### src/rtl/fetch_ctrl.sv
// Fetch sequencer: issues two-instruction ICache requests, tracks one outstanding
// request, and redirects on predicted branches, delay-slot fetches and flushes.
module fetch_ctrl #(
    parameter logic [31:0] RESET_PC = 32'hBFC0_0000
) (
    input  logic        clk,
    input  logic        rst,
    input  logic        flush_i,
    input  logic [31:0] flush_pc_i,
    input  logic        buffer_full_i,
    input  logic        bpu_taken_i,
    input  logic        bpu_select_i,
    input  logic [31:0] bpu_target_i,
    output logic        icache_req_o,
    output logic [31:0] icache_addr_o,
    input  logic        icache_addr_ok_i,
    input  logic        icache_data_ok_i,
    input  logic [31:0] icache_inst1_i,
    input  logic [31:0] icache_inst2_i,
    output logic [31:0] ib_inst1_o,
    output logic [31:0] ib_inst2_o,
    output logic [31:0] ib_inst1_addr_o,
    output logic [31:0] ib_inst2_addr_o,
    output logic        ib_inst1_valid_o,
    output logic        ib_inst2_valid_o,
    output logic        only_delayslot_inst_o
);

    typedef enum logic [1:0] {
        S_REQ,
        S_WAIT,
        S_DISCARD
    } state_t;

    state_t      state_q, state_d;
    logic [31:0] pc_q, pc_d;
    logic        slot_pending_q, slot_pending_d;
    logic [31:0] target_q, target_d;
    logic [31:0] req_pc_q, req_pc_d;
    logic        req_slot_q, req_slot_d;

    logic accept;
    logic write;
    logic keep;

    always_comb begin
        icache_req_o  = !rst && (state_q == S_REQ) && !buffer_full_i;
        icache_addr_o = pc_q;
        accept        = icache_req_o && icache_addr_ok_i;
        write         = !rst && (state_q == S_WAIT) && icache_data_ok_i;
        keep          = write && !flush_i;
    end

    always_comb begin
        ib_inst1_o            = write ? icache_inst1_i : 32'd0;
        ib_inst2_o            = write ? icache_inst2_i : 32'd0;
        ib_inst1_addr_o       = write ? req_pc_q : 32'd0;
        ib_inst2_addr_o       = write ? req_pc_q + 32'd4 : 32'd0;
        ib_inst1_valid_o      = keep;
        ib_inst2_valid_o      = keep && !req_slot_q;
        only_delayslot_inst_o = keep && req_slot_q;
    end

    always_comb begin
        state_d        = state_q;
        pc_d           = pc_q;
        slot_pending_d = slot_pending_q;
        target_d       = target_q;
        req_pc_d       = req_pc_q;
        req_slot_d     = req_slot_q;

        unique case (state_q)
            S_REQ: begin
                if (accept) begin
                    req_pc_d   = pc_q;
                    req_slot_d = slot_pending_q;
                    state_d    = S_WAIT;
                end
            end
            S_WAIT: begin
                if (icache_data_ok_i) begin
                    state_d = S_REQ;
                    if (req_slot_q) begin
                        pc_d           = target_q;
                        slot_pending_d = 1'b0;
                    end else if (bpu_taken_i && !bpu_select_i) begin
                        pc_d = bpu_target_i;
                    end else begin
                        pc_d = req_pc_q + 32'd8;
                        if (bpu_taken_i) begin
                            target_d       = bpu_target_i;
                            slot_pending_d = 1'b1;
                        end
                    end
                end
            end
            S_DISCARD: begin
                if (icache_data_ok_i) state_d = S_REQ;
            end
            default: state_d = S_REQ;
        endcase

        // A flush squashes whatever is in flight; the response is still awaited.
        if (flush_i) begin
            pc_d           = flush_pc_i;
            slot_pending_d = 1'b0;
            if (state_q == S_REQ)
                state_d = accept ? S_DISCARD : S_REQ;
            else
                state_d = icache_data_ok_i ? S_REQ : S_DISCARD;
        end
    end

    always_ff @(posedge clk or posedge rst) begin
        if (rst) begin
            state_q        <= S_REQ;
            pc_q           <= RESET_PC;
            slot_pending_q <= 1'b0;
            target_q       <= 32'd0;
            req_pc_q       <= 32'd0;
            req_slot_q     <= 1'b0;
        end else begin
            state_q        <= state_d;
            pc_q           <= pc_d;
            slot_pending_q <= slot_pending_d;
            target_q       <= target_d;
            req_pc_q       <= req_pc_d;
            req_slot_q     <= req_slot_d;
        end
    end

endmodule

### config.mk
export PLATFORM = sky130hd
export DESIGN_NAME = fetch_ctrl
export DESIGN_NICKNAME = d
export VERILOG_FILES = /design/src/rtl/fetch_ctrl.sv
export SDC_FILE = /design/constraint.sdc
export NUM_CORES = 1
export LEC_CHECK = 0
export CAP_MARGIN = 20
export CELL_PAD_IN_SITES_DETAIL_PLACEMENT = 0
export CELL_PAD_IN_SITES_GLOBAL_PLACEMENT = 1
export CORE_MARGIN = 2
export CORE_UTILIZATION = 30
export DETAILED_ROUTE_END_ITERATION = 7
export PLACE_DENSITY = 0.79
export SLEW_MARGIN = 5
export SYNTH_ARGS = -nofsm -noshare
export SYNTH_HDL_FRONTEND = slang
export SYNTH_SLANG_ARGS = --single-unit
### constraint.sdc
create_clock -name clk -period 11.25 [get_ports clk]
set_input_delay 3.375 -clock clk [delete_from_list [all_inputs] [get_ports clk]]
set_output_delay 3.375 -clock clk [all_outputs]
set_load 0.05 [all_outputs]
After elaboration in Yosys (flattened, before gate mapping):

Index checks and enable logic that the tools add are counted.

* flip-flop bits (word level): 100
* bits in latches: 0
* memory bits (writable): 0
* memory bits (read-only): 0
* input bits: 136
* memories: 0

* add/subtract/negate cells: 2
* multipliers: 0
* divide/modulo/power cells: 0
* $lt $le $gt $ge: 0
* equal/unequal tests: 5
* shifts and indexed selects: 0
* muxes and demuxes: 22
* bitwise gates (word level): 2
* reduce and logical (&&, ||, !) cells: 24

Operators by type and width (count)
* $mux W32: 9
* $add A32 B3 Y32 const B: 1
* $add A32 B4 Y32 const B: 1
* $mux W2: 6
* $logic_and A1 B1 Y1: 9
* $mux W1: 6
* $ne A3 B3 Y1 const B: 2
* $reduce_and A2 Y1: 3
* $logic_not A1 Y1: 5
* $reduce_and A5 Y1: 1
* $pmux W2 S2: 1
* $reduce_and A4 Y1: 1
* $reduce_bool A2 Y1: 2
* $ne A3 B1 Y1 const B: 1
* $reduce_bool A3 Y1: 1
* $eq A2 B1 Y1 const B: 1
* $eq A2 B2 Y1 const B: 1
* $logic_not A2 Y1: 1
* $not A1 Y1: 2
* $reduce_or A2 Y1: 1

Logic depth before layout (Yosys ltp):

* word-level depth: 7
* depth in mapped cells: 9
* depth with buffers taken out: 7

Least setup slack after synthesis:

Ideal clock, no wire load.

* path type: in2out
* from: in rst
* to: out ib_inst2_o[22]
* arrival: 7.352 ns
* data required time: 7.875 ns
* slack: 0.523 ns
* stages on the path: 3
* path buffers: 1
* cell sequence: inv_1 -> clkbuf_1 -> and3_1

* longest elaborated chain between the ends: 4

Ends and longest elaborated chain
* start, declared: line 7 `input logic rst,`
* $logic_not A1 Y1 (no source line)
* $logic_and A1 B1 Y1 (2 in series): line 50 `write = !rst && (state_q == S_WAIT) && icache_data_ok_i;`
* $mux W32: line 56 `ib_inst2_o = write ? icache_inst2_i : 32'd0;`
* end, declared: line 21 `output logic [31:0] ib_inst2_o,`

Every way passes these cells.

Worst setup path after layout:

* from: in icache_data_ok_i
* to: out ib_inst1_addr_o[17]

* longest elaborated chain between the ends: 2

Ends and longest elaborated chain
* start, declared: line 17 `input logic icache_data_ok_i,`
* $logic_and A1 B1 Y1: line 50
* $mux W32: line 57 `ib_inst1_addr_o = write ? req_pc_q : 32'd0;`
* end, declared: line 22 `output logic [31:0] ib_inst1_addr_o,`

Every way passes these cells.

==> metrics <==
CP arrival 6050 ps; clock skew 11.8 ps; wire length of the first global-routing pass 41.1 mm; synth unique cells 55; via count 6781; Setup-failing EPs final 0; Cell Area, Synth 6670 um^2; crit path time final 9430 ps; Yosys reg bits 100; area share of the largest cell type after synthesis 34.1%; worst-case vdd ir drop 0.0754 mV; Die ar. 23400 um^2; antenna viol nets, final 0; crit path capture type output pin; total grt overflow 0; initial antenna violation count 3; ys flop type dfrtp_1; Core ar. 21800 um^2; hold path start target_q[22]; Cell Pwr Density 131 nW/um^2; CTS buffer count 9; io pins 300; average cell area after synthesis 8.73 um^2; post-route cell area 10100 um^2; YS warnings 0; final max-slew violation count 0; worst-case reg-to-reg path depth 6; ANT cells 0; DR WL/cell 20.8 um; Hold WC Path Type flop to flop; PortBufs 299; R2R Setup Slk 8480 ps; Yosys top cell by area dfrtp_1; PnR worst setup slack 1820 ps; H-tree Lvls 3; post-CTS setup buffer count 0; DR iter-0 viols 501; Worst EP required 7880 ps; cells resized by post-CTS repair 0; CP startpoint kind primary input; wirelength, routed 26.8 mm; layout cell share with drive strength beyond 1 11.5%; initial core utilization 30.6%; Clock Pin Slew Worst Setup and Hold Paths 60 ps; final worst path period share 83.8%; vias per inst 5.25; DP HPWL 20.3 mm; maximum fanout along the worst path 73; Layout area overhead 51.1%; synth top area cells dfrtp_1, mux2_2, and3_1; Hold EP target_q[22]; Post-CTS Hold Buffers 0; R2R Path Start state_q[1]; Syn Nets 904; status finished clean; static leakage 0.00413 uW; clk_lat worst skew 350 ps; worst hold path depth 1; crit path kind primary input to output pin; num rows 54; drt first pass iters 5; Vert. Die Dim 153 um; Total GRT Usage 22.5%; worst-margin pin slew 1090 ps; achievable frequency 0.106 GHz; unrepaired setup endpoints after global routing no; TNS Setup 0 ps; vias in the first global route 6584; Util after Layout 46.2%; clock root cell clkbuf_16; Reg-to-Reg End target_q[7]; EDFF count, synth 0; Layout Nets 1147; Seq/Total Area, Yosys 37.7%; fraction of registers with async set/reset 100%; Max Cap Viol 0; dpl cell area 9780 um^2; GPL Wtd Cong 0.864; CTS tree yes; Max-slew headroom 27.0%; cell count after synthesis 764; clk sinks 100; Die Wd 153 um; largest net degree at the start of global routing 86; Max clock buf depth 2; post-place setup slack 1810 ps; DRC Markers 0; Final Hold Vio Count 0
[layout make-up]
type	instances	area, um^2
flip-flops and latches	100	2510
fillers	2162	11700
repair buffers	312	3090
clock buffers	12	256
inverters	11	46.3
clock inverters	4	47.5
multi-input cells	573	3780
well taps	280	350
[how the worst max path moves through the flow]
| stage | start | endpoint |
|---|---|---|
| CTS | icache_data_ok_i | ib_inst1_addr_o[17] |
| global route | icache_data_ok_i | ib_inst1_addr_o[17] |
| global placement | icache_data_ok_i | ib_inst1_addr_o[17] |
| floorplan | rst | ib_inst2_o[22] |
| detailed placement | icache_data_ok_i | ib_inst1_addr_o[17] |
| finish | icache_data_ok_i | ib_inst1_addr_o[17] |
[state kept, by name, indices dropped and copies added (netlist names)]
register        flops
icache_addr_o      32
req_pc_q           32
target_q           32
state_q             2
req_slot_q          1
slot_pending_q      1
[routing by layer]
layer	share of wire, %	vias up	track usage (%)
li1	-	3220	-
met3	7.2	22	4.00
met4	0.74	4	3.84
met5	0.089	-	0
met1	43	3253	30.8
met2	49	282	37.6
[synth_stat cells, types with 5 or more instances]
library cell,number
dfstp_2,9
mux2i_1,8
buf_4,6
nor3_1,14
a31oi_1,7
a211oi_1,10
nand3_1,26
xor2_1,29
o21ai_0,38
o211ai_1,8
inv_1,10
or3_1,6
nor2_1,67
dfrtp_1,91
nor4_2,6
and4_1,5
buf_2,17
a221oi_1,5
and3_1,100
nand4_1,17
xnor2_1,15
buf_1,7
clkbuf_1,49
nand2_1,67
mux2_2,60
a21oi_1,30
o221ai_1,5
[power by group]
group / internal, uW / total, uW / switching (uW)
Sequential: 442 / 576 / 134
Combinational: 197 / 419 / 222
Clock: 184 / 321 / 137
[cells by family (layout without fill, tap and decap cells)]
| kind of cell | after synthesis | in the layout | synth area share [%] |
|---|---|---|---|
| adder cells (fa/ha/maj) | 4 | 4 | 0.750 |
| buffers and inverters | 91 | 339 | 5.89 |
| XOR/XNOR | 44 | 44 | 5.78 |
| multiplexers | 69 | 69 | 11.5 |
| flip-flops | 100 | 100 | 37.7 |
| AND/OR/NAND/NOR | 330 | 330 | 26.7 |
| AO/OA/AOI/OAI | 126 | 126 | 11.7 |
[cell usage in the layout, fill, tap and decap left out, drive strengths merged, types with 4 or more instances in the layout]
cell type	netlist	final
and2	4	4
inv	10	10
dfrtp	91	91
mux2	61	61
o211ai	8	8
nor2	67	67
a221oi	5	5
nor4	7	7
o22ai	4	4
o21ai	41	41
clkbuf	49	12
a211oi	10	10
a21oi	30	30
nor3	14	14
ha	4	4
o31ai	4	4
nand4	19	19
and4	5	5
and3	100	100
nand3	27	27
dfstp	9	9
xor2	29	29
nand2	67	67
a31oi	7	7
xnor2	15	15
or3	6	6
clkdlybuf4s50	0	298
buf	31	14
mux2i	8	8
o221ai	5	5
[worst max-delay path, stage by stage]
cell             delay (ps)
clkdlybuf4s50_1         510
and2_4                  490
buf_4                   560
and3_1                  290
clkdlybuf4s50_1         820
[metrics by stage]
step                hold slack, ps  power [uW]  cells
floorplan                      458         831    764
global placement               469         993   1276
detailed placement             482        1000   1276
CTS                            497        1320   1292
global route                   519        1390   1292
finish                         490        1320   1292
No activity file was read; power rests on OpenSTA's default activity.
